[src/rtl/apb_multi_requester.sv]
// APB3 requester: turns single front-side transfer requests into SETUP/ACCESS
// sequences towards NUM_SLAVE completers with contiguous address windows.
// Optional ACCESS timeout: define APB_TIMEOUT_EN to enable the watchdog.
//
// Front-side handshake: a request is taken on any clock edge where
// transfer=1 and busy=0; exactly one ready pulse (with error/rdata valid)
// follows for every request taken, and nothing on the front side is sampled
// while busy=1.
module apb_multi_requester #(
    parameter int                    ADDR_WIDTH      = 32,
    parameter int                    DATA_WIDTH      = 32,
    parameter int                    NUM_SLAVE       = 4,
    parameter int                    SLAVE_ADDR_BITS = 12,
    parameter logic [ADDR_WIDTH-1:0] BASE_ADDR       = 32'h1000_0000,
    parameter int                    TIMEOUT_CYCLES  = 16
) (
    input  logic                            PCLK,
    input  logic                            PRESET,
    input  logic                            transfer,
    input  logic                            write,
    input  logic [ADDR_WIDTH-1:0]           addr,
    input  logic [DATA_WIDTH-1:0]           wdata,
    output logic                            busy,
    output logic                            ready,
    output logic [DATA_WIDTH-1:0]           rdata,
    output logic                            error,
    output logic [ADDR_WIDTH-1:0]           PADDR,
    output logic [NUM_SLAVE-1:0]            PSEL,
    output logic                            PENABLE,
    output logic                            PWRITE,
    output logic [DATA_WIDTH-1:0]           PWDATA,
    input  logic [NUM_SLAVE-1:0]            PREADY,
    input  logic [NUM_SLAVE*DATA_WIDTH-1:0] PRDATA,
    input  logic [NUM_SLAVE-1:0]            PSLVERR
);

    localparam int IDX_W = (NUM_SLAVE > 1) ? $clog2(NUM_SLAVE) : 1;

    typedef enum logic [1:0] {
        IDLE   = 2'd0,
        SETUP  = 2'd1,
        ACCESS = 2'd2
    } state_t;

    state_t                  state, state_d;
    logic [IDX_W-1:0]        idx_q, idx_d;
    logic [ADDR_WIDTH-1:0]   paddr_d;
    logic [NUM_SLAVE-1:0]    psel_d;
    logic                    penable_d, pwrite_d;
    logic [DATA_WIDTH-1:0]   pwdata_d, rdata_d;
    logic                    ready_d, error_d;

`ifdef APB_TIMEOUT_EN
    localparam int CNT_W = $clog2(TIMEOUT_CYCLES + 1);
    logic [CNT_W-1:0]        cnt_q, cnt_d;
`endif

    // Address decode of the incoming request (only used while IDLE).
    logic [ADDR_WIDTH-1:0]   offset, slot;
    logic                    hit;
    logic [IDX_W-1:0]        dec_idx;

    assign offset  = addr - BASE_ADDR;
    assign slot    = offset >> SLAVE_ADDR_BITS;
    assign hit     = (addr >= BASE_ADDR) && (slot < ADDR_WIDTH'(NUM_SLAVE));
    assign dec_idx = slot[IDX_W-1:0];

    assign busy = (state != IDLE);

    // Pick the completion signals of the currently addressed slave only.
    logic                  sel_ready, sel_err;
    logic [DATA_WIDTH-1:0] sel_rdata;

    always_comb begin
        sel_ready = 1'b0;
        sel_err   = 1'b0;
        sel_rdata = '0;
        for (int i = 0; i < NUM_SLAVE; i++) begin
            if (idx_q == IDX_W'(i)) begin
                sel_ready = PREADY[i];
                sel_err   = PSLVERR[i];
                sel_rdata = PRDATA[i*DATA_WIDTH +: DATA_WIDTH];
            end
        end
    end

    // Next-state and next-output logic; response outputs default to idle.
    always_comb begin
        state_d   = state;
        idx_d     = idx_q;
        paddr_d   = PADDR;
        psel_d    = PSEL;
        penable_d = PENABLE;
        pwrite_d  = PWRITE;
        pwdata_d  = PWDATA;
        ready_d   = 1'b0;
        error_d   = 1'b0;
        rdata_d   = '0;
`ifdef APB_TIMEOUT_EN
        cnt_d     = cnt_q;
`endif
        case (state)
            IDLE: begin
                if (transfer) begin
                    paddr_d  = addr;
                    pwrite_d = write;
                    pwdata_d = wdata;
                    if (hit) begin
                        idx_d           = dec_idx;
                        psel_d          = '0;
                        psel_d[dec_idx] = 1'b1;
                        penable_d       = 1'b0;
                        state_d         = SETUP;
                    end else begin
                        // Decode miss: answer immediately, no bus activity.
                        ready_d = 1'b1;
                        error_d = 1'b1;
                    end
                end
            end
            SETUP: begin
                penable_d = 1'b1;
                state_d   = ACCESS;
`ifdef APB_TIMEOUT_EN
                cnt_d     = '0;
`endif
            end
            ACCESS: begin
                if (sel_ready) begin
                    psel_d    = '0;
                    penable_d = 1'b0;
                    ready_d   = 1'b1;
                    error_d   = sel_err;
                    rdata_d   = (!PWRITE && !sel_err) ? sel_rdata : '0;
                    state_d   = IDLE;
                end
`ifdef APB_TIMEOUT_EN
                else begin
                    cnt_d = cnt_q + 1'b1;
                    // This is the last allowed wait cycle: abort the transfer.
                    if (cnt_q == CNT_W'(TIMEOUT_CYCLES - 1)) begin
                        psel_d    = '0;
                        penable_d = 1'b0;
                        ready_d   = 1'b1;
                        error_d   = 1'b1;
                        state_d   = IDLE;
                    end
                end
`endif
            end
            default: begin
                psel_d    = '0;
                penable_d = 1'b0;
                state_d   = IDLE;
            end
        endcase
    end

    // State and registered APB/response outputs; reset aborts everything.
    always_ff @(posedge PCLK or negedge PRESET) begin
        if (!PRESET) begin
            state   <= IDLE;
            idx_q   <= '0;
            PADDR   <= '0;
            PSEL    <= '0;
            PENABLE <= 1'b0;
            PWRITE  <= 1'b0;
            PWDATA  <= '0;
            ready   <= 1'b0;
            error   <= 1'b0;
            rdata   <= '0;
`ifdef APB_TIMEOUT_EN
            cnt_q   <= '0;
`endif
        end else begin
            state   <= state_d;
            idx_q   <= idx_d;
            PADDR   <= paddr_d;
            PSEL    <= psel_d;
            PENABLE <= penable_d;
            PWRITE  <= pwrite_d;
            PWDATA  <= pwdata_d;
            ready   <= ready_d;
            error   <= error_d;
            rdata   <= rdata_d;
`ifdef APB_TIMEOUT_EN
            cnt_q   <= cnt_d;
`endif
        end
    end

endmodule

[config.mk]
export PLATFORM = sky130hd
export DESIGN_NAME = apb_multi_requester
export DESIGN_NICKNAME = d
export VERILOG_FILES = /design/src/rtl/apb_multi_requester.sv
export SDC_FILE = /design/constraint.sdc
export NUM_CORES = 1
export LEC_CHECK = 0
export BUFFER_PORTS_ARGS = -buffer_cell sky130_fd_sc_hd__buf_2
export CAP_MARGIN = 0
export CELL_PAD_IN_SITES_DETAIL_PLACEMENT = 1
export CELL_PAD_IN_SITES_GLOBAL_PLACEMENT = 1
export CORE_MARGIN = 2
export CORE_UTILIZATION = 33
export DETAILED_ROUTE_END_ITERATION = 8
export MAX_ROUTING_LAYER = met4
export PLACE_DENSITY_LB_ADDON = 0.1
export SLEW_MARGIN = 20
export SYNTH_ARGS = -nofsm -noshare
export SYNTH_HDL_FRONTEND = slang
export SYNTH_SLANG_ARGS = --single-unit
[constraint.sdc]
create_clock -name PCLK -period 4.4 [get_ports PCLK]
set_input_delay 0.88 -clock PCLK [delete_from_list [all_inputs] [get_ports PCLK]]
set_output_delay 0.88 -clock PCLK [all_outputs]
set_load 0.005 [all_outputs]
# After elaboration in Yosys (flattened, before gate mapping)
# Cells that the tools add are included.
# op_classes
eq_ne	8
reduce_logical	12
n_bitwise	1
magnitude_cmp	4
mux	35
add_sub_neg	1
# op_table
operator	count
$mux 32	7
$ge 32x29->1 const B	1
$sub 32x29->32 const B	1
$lt 20x3->1 const B	1
$mux 1	16
$mux 4	3
$pmux 4 s3	1
$eq 2x2->1 const B	3
$mux 2	3
$ne 2x2->1 const B	3
$pmux 2 s3	1
$reduce_and 3->1	2
$eq 2x1->1 const B	2
$logic_not 2->1	2
$pmux 1 s2	2
$reduce_and 4->1	1
$logic_and 1x1->1	3
$lt 2x3->1 const B	1
$pmux 1 s3	1
$demux 1 s2	1
$ge 2x1->1 const B	1
$logic_not 1->1	2
$reduce_and 2->1	1
$reduce_bool 2->1	1
$not 1->1	1
# totals
reg_bits	108

# Logic depth before layout (Yosys ltp)
# Gate-level depths: netlist of the first run.
# logic_depth
word_depth	10
ltp_mapped	6
mapped_depth_nobuf	4

# Worst setup path after synthesis of the first run
# Ideal clock, no wire load.
# synth_path
path_kind	in2reg
from	in addr[18]
to	reg idx_q[0]
setup_time_ns	0.125
arrival_ns	2.134
setup_slack_ns	2.141
path_stages	4
required_ns	4.275
path_cell_list	nor4b_1 -> nand2_1 -> nor4_4 -> mux2_2
# synth_via
elab_chain_cells	4
# synth_rtl
item	line_no	rtl
start, declared	21	input logic [ADDR_WIDTH-1:0] addr,
$sub 32x29->32	63	assign offset = addr - BASE_ADDR;
$lt 20x3->1	65	assign hit = (addr >= BASE_ADDR) && (slot < ADDR_WIDTH'(NUM_SLAVE));
$logic_and 1x1->1 (*)	65	
$reduce_and 3->1 (no line) (*)	n/a	
end signal, assigned	177	idx_q <= idx_d;
end, declared	46	logic [IDX_W-1:0] idx_q, idx_d;
# Every way passes the cells marked *; elsewhere a longest branch is shown, timed or not.
# A chain may end at the register's enable or synchronous reset.

# Final worst setup path of the first run
# layout_path
from	in addr[25]
to	reg idx_q[1]
# The elaborated chain is that of the path after synthesis.

==> flow_summary.ini, run 1 <==
[run_status]
status = finished clean

[yosys]
yosysMostFrequentCell = nand2_1
yosys.cell_types.count = 30
synth-seq-cells = 107
synth_top_area_share_pct = 55.9
synth_nets = 640
synthArstFlopShare_pct = 100
yosys.area.top_type = dfrtp_1
synthesis.area_um2 = 4790
synth_edf_count = 0
synth_common_cells = nand2_1 (200), dfrtp_1 (107), mux4_2 (33)
ys_top_cells_by_area = dfrtp_1 (56%), nand2_1 (16%), mux4_2 (16%)
syn_inst = 436
ys_seq_area_share_pct = 55.9
avgSynthCellArea_um2 = 11.0
yosys_warnings = 0
yosys_most_used_dff = dfrtp_1

[floorplan]
rows = 44
start_util_pct = 33.3
die_y_um = 124
coreArea_um2 = 14400
ios = 309
fp.dieW_um = 124
die_area_um2 = 15500

[route]
drc_errors = 0
ant_nets = 0
drt-initial-drc-count = 163
avgRoutedWirePerCell_um = 16.9
finalWirelength_um = 15600
drt-pass1-iter-count = 4
routed_via_density = 4.66
vias = 4299

[clock_tree]
cts-htree-levels = 3
cts_hold_buffers = 0
cts_resized = 0
post_cts_buffers = 0
clkLatencyLatePin_ns = 0.34
clkSinkCount = 107
clk_pin_slew_ns = 0.07
cts-root-buf = clkbuf_16
cts_buffer_depth = 2
cts_made_buffers = 9
tritoncts = yes

[worst_hold_path]
hold_class = register to register

[global_routing]
antenna_found_initial = 0
grt_max_degree = 74
grt-ovfl-total = 0
grt_util_all_layers_pct = 21.0
grt_pass1_wl_um = 24800
grt_pass1_vias = 4709

[sta]
skew_ns = 0.00897
worst_pin_slew_ns = 0.947
rsz0062_at_grt = false
slew_headroom_pct = 36.9
min_period_over_period_pct = 55.7
fmax_mhz = 408
fin_tns_setup_ns = 0
maxSlewViolCount = 0
final_hold_viol_count = 0
holdWs_ns = 0.471
setup_viol = 0
fin_crit_ns = 2.45

[worst_setup_path]
endpoint_kind = register
worstPathMaxFanout = 7
path_class = input pin to register
worstPathRequired_ns = 4.62
start_kind = input pin
cp.arrival_ns = 2.67

[run]
drv_cap = 0

[place]
routabilityCongestion = 0.787
dp_hpwl_um = 12300
io_buffers = 308

[power]
peakVddDrop_v = 0.000167
p_leak_nw = 3.71
p_per_area_nw_per_um2 = 313

[cells_and_area]
diodes = 0
drive_gt1_share_pct = 50.1
nets = 939
area_growth_syn_to_layout_pct = 41.0
## kinds of logic after synthesis
group / synth area share [%]
and+or+nand+nor: 23.3
buffers and inverters: 2.77
DFF: 55.9
AOI/OAI and AO/OA: 0.757
muxes: 17.2
## stage by stage
step	utilization (%)	instances	instance area [um^2]	power [W]	worst slack, ns
final	47.0	923	6760	0.00212	1.95
after global routing	47.0	923	6760	0.00223	1.87
after CTS	47.0	923	6760	0.00215	1.89
after detailed placement	45.1	908	6480	0.00139	1.53
after global placement	45.1	908	6480	0.00137	1.55
after floorplan	-	436	4790	0.00118	2.14
## path summary, 6_finish.rpt
| path | startpoint | endpoint | slack [ns] | cells past startpoint |
|---|---|---|---|---|
| min in group asynchronous | PRESET | PWDATA[31] | 0.66 | 1 |
| hold reg to reg | PADDR[31] | PADDR[31] | 0.47 | 2 |
| setup reg to reg | idx_q[1] | rdata[23] | 2.22 | 5 |
| hold / removal | PADDR[31] | PADDR[31] | 0.47 | 2 |
| max in group asynchronous | PRESET | PENABLE | 2.90 | 2 |
| setup / recovery | addr[25] | idx_q[1] | 1.95 | 5 |
## flip-flops by register name (all words and copies together) (netlist names)
name     cells
PADDR       32
PENABLE      1
PSEL         4
PWDATA      32
PWRITE       1
error        1
idx_q        2
rdata       32
ready        1
state        1
## final cells by class
cell class                      instances  area [um^2]
Inverter                                2         7.51
Clock buffer                           14          264
Tap cell                              184          230
Timing Repair Buffer                  313         1580
Clock inverter                          1         8.76
Fill cell                            1728         7610
Multi-Input combinational cell        302         1990
Sequential cell                       107         2680
## worst max-delay path, stage by stage
cell     delay, ns
buf_2         0.11
nor4_1        0.52
nand2_1       0.20
nor4_4        0.55
mux2_2        0.40
## layout by cell type, fill, tap and decap left out, types with 2 or more instances in the layout
cell         n
clkbuf_8     2
buf_2      307
or3_1        2
buf_4        6
clkbuf_16    9
nand3_1      4
nand2_1    199
nor2b_1     28
mux2i_1      6
clkbuf_1     3
nor2_1       4
nand2b_1     3
nor4_1       3
nor2b_2      4
dfrtp_1    106
mux2_2       2
mux4_2      33
inv_1        2
## metal layers
layer / GRT usage [%] / part of all wire (%) / vias up
met3: 4.30 / 5.7 / 15
met4: 6.01 / 1.7 / 0
met2: 38.2 / 54 / 176
met5: - / 0 / -
met1: 23.4 / 39 / 2080
li1: - / - / 2028
## where the power goes
part | leakage [nW] | internal (W) | switching [W] | total (W)
Clock | 0.133 | 0.000414 | 0.000342 | 0.000756
Combinational | 2.21 | 0.000152 | 0.000139 | 0.000291
Sequential | 1.37 | 0.00104 | 0.0000290 | 0.00107
(Power assumes the default switching activity.)
==> run 2, diff against run 1 <==
--- a/config.mk
+++ b/config.mk
@@ -5,12 +5,13 @@
 export SDC_FILE = /design/constraint.sdc
 export NUM_CORES = 1
 export LEC_CHECK = 0
+export ABC_AREA = 1
 export BUFFER_PORTS_ARGS = -buffer_cell sky130_fd_sc_hd__buf_2
 export CAP_MARGIN = 0
 export CELL_PAD_IN_SITES_DETAIL_PLACEMENT = 1
 export CELL_PAD_IN_SITES_GLOBAL_PLACEMENT = 1
 export CORE_MARGIN = 2
-export CORE_UTILIZATION = 33
+export CORE_UTILIZATION = 26
 export DETAILED_ROUTE_END_ITERATION = 8
 export MAX_ROUTING_LAYER = met4
 export PLACE_DENSITY_LB_ADDON = 0.1
==> constraint.sdc (replaced) <==
create_clock -name PCLK -period 2.2 [get_ports PCLK]
set_input_delay 0.44 -clock PCLK [delete_from_list [all_inputs] [get_ports PCLK]]
set_output_delay 0.44 -clock PCLK [all_outputs]
set_load 0.005 [all_outputs]
==> run 2 against run 1 <==
  * Register-to-register slack worse by 1.9 ns
  * Worst setup slack worse by 1.6 ns
  * Final cell count up 24%
  * Critical path type is now register to register
  * Highest routed layer unchanged
==> flow_summary.ini, run 2 <==
[run_status]
status = finished clean

[sta]
min_period_over_period_pct = 86.1
final_hold_viol_count = 0
slew_headroom_pct = 67.1
fmax_mhz = 528
fin_tns_setup_ns = 0
worst_pin_slew_ns = 0.493
setup_viol = 0
rsz0062_at_grt = false
maxSlewViolCount = 0
fin_crit_ns = 1.90
skew_ns = 0.0131

[worst_setup_path]
cp.arrival_ns = 2.10
worstPathRequired_ns = 2.41
critPathMaxStageDelay_ns = 0.56
path_cells = inv_4, nor2_8, nand2_2, nand4_2, nor2_2, nand2_4, nor2_1
path_class = register to register
worstPathMaxFanout = 32
path_buf_inv = 1
start_kind = register
cp_slowest_cell = dfrtp_1
path_delay_family = simple AND/OR/NAND/NOR gates
endpoint_kind = register

[clock_tree]
cts_buffer_depth = 2
cts-root-buf = clkbuf_16
cts-htree-levels = 3
post_cts_buffers = 0
clkLatencyLatePin_ns = 0.35
cts_hold_buffers = 0
cts_resized = 0
clk_pin_slew_ns = 0.07
tritoncts = yes
clkSinkCount = 107
cts_made_buffers = 9

[cells_and_area]
post_layout_nonfiller_instances = 1147
area_growth_syn_to_layout_pct = 43.2
diodes = 0
drive_gt1_share_pct = 39.2
final_common_cell = buf_2
layout_common_cells = buf_2 (307), nand2_1 (253), dfrtp_1 (107), nor2_1 (53), o21ai_0 (53)
fillCellCount = 2401
nets = 1112
largestRegisters = PADDR (32), PWDATA (32), rdata (32)

[yosys]
ys_seq_area_share_pct = 54.9
avgSynthCellArea_um2 = 8.00
yosys_most_used_dff = dfrtp_1
yosysMostFrequentCell = nand2_1
synth-seq-cells = 107
synth_common_cells = nand2_1 (253), dfrtp_1 (107), nor2_1 (53), o21ai_0 (53)
yosys_warnings = 0
synth_nets = 814
synthesis.area_um2 = 4880
syn_inst = 610
synth_top_area_share_pct = 54.9
yosys.area.top_type = dfrtp_1
synthArstFlopShare_pct = 100
synth_edf_count = 0
yosys.cell_types.count = 29
ys_top_cells_by_area = dfrtp_1 (55%), nand2_1 (19%), o21ai_0 (5.4%)

[route]
vias = 5175
drt-initial-drc-count = 139
drc_errors = 0
ant_nets = 0
finalWirelength_um = 18400
routed_via_density = 4.51
drt-pass1-iter-count = 4
avgRoutedWirePerCell_um = 16.1

[floorplan]
die_area_um2 = 19900
fp.dieW_um = 141
coreArea_um2 = 18600
rows = 50
die_y_um = 141
start_util_pct = 26.2
ios = 309

[global_routing]
antenna_found_initial = 0
grt_max_degree = 75
grt_pass1_wl_um = 28900
grt_util_all_layers_pct = 18.9
grt-ovfl-total = 0
grt_pass1_vias = 5699

[place]
dp_cells = 1131
io_buffers = 308
routabilityCongestion = 0.820
dp_hpwl_um = 14500

[power]
total_power_w = 0.00454
p_per_area_nw_per_um2 = 650
p_leak_nw = 4.08
peakVddDrop_v = 0.000376

[worst_hold_path]
hold_class = input pin to asynchronous set/reset pin

[run]
drv_cap = 0
-- run 2: per-stage QoR --
| stage | worst slack [ns] | hold slack [ns] | utilization [%] | cell area [um^2] |
|---|---|---|---|---|
| 2_1_floorplan | 0.877 | 0.144 | - | 4880 |
| 3_3_place_gp | 0.401 | 0.430 | 35.8 | 6650 |
| 3_5_place_dp | 0.273 | 0.435 | 35.8 | 6650 |
| 4_1_cts | 0.270 | 0.0577 | 37.6 | 6990 |
| 5_1_grt | 0.141 | 0.0778 | 37.6 | 6990 |
| 6_report | 0.305 | 0.0468 | 37.6 | 6990 |
-- run 2: layout make-up --
class / instances / area, um^2 / share of cell area (%)
Multi-Input combinational cell: 449 / 1950 / 27.9
Clock buffer: 9 / 225 / 3.22
Timing Repair Buffer: 319 / 1650 / 23.6
Tap cell: 234 / 293 / 4.19
Sequential cell: 107 / 2680 / 38.3
Clock inverter: 7 / 108 / 1.54
Inverter: 22 / 85.1 / 1.22
-- run 2: logic make-up after synthesis --
group | after synthesis | synth area share, %
compound gates | 93 | 9.75
flops | 107 | 54.9
simple gates | 356 | 30.0
buf+inv | 54 | 5.31
-- run 2: power breakdown --
group          switching, W  leakage, nW  internal, W
logic              0.000317         2.55     0.000288
clock network      0.000788        0.160      0.00102
registers         0.0000556         1.37      0.00207
-- run 2: final timing paths --
kind | startpoint | slack (ns) | endpoint | cells after the start
hold / removal | PRESET | 0.05 | rdata[23] | 1
setup reg to reg | idx_q[0] | 0.30 | rdata[13] | 7
min in group PCLK | wdata[20] | 0.28 | PWDATA[20] | 3
setup / recovery | idx_q[0] | 0.30 | rdata[13] | 7
max in group asynchronous | PRESET | 1.46 | rdata[12] | 2
hold reg to reg | PWDATA[21] | 0.48 | PWDATA[21] | 2
-- run 2: metal layers --
layer	track usage [%]	wire length (um)	vias up
met3	3.16	926	22
met5	-	0	-
li1	-	-	2517
met2	34.1	9590	172
met1	21.7	7570	2464
met4	5.47	319	0
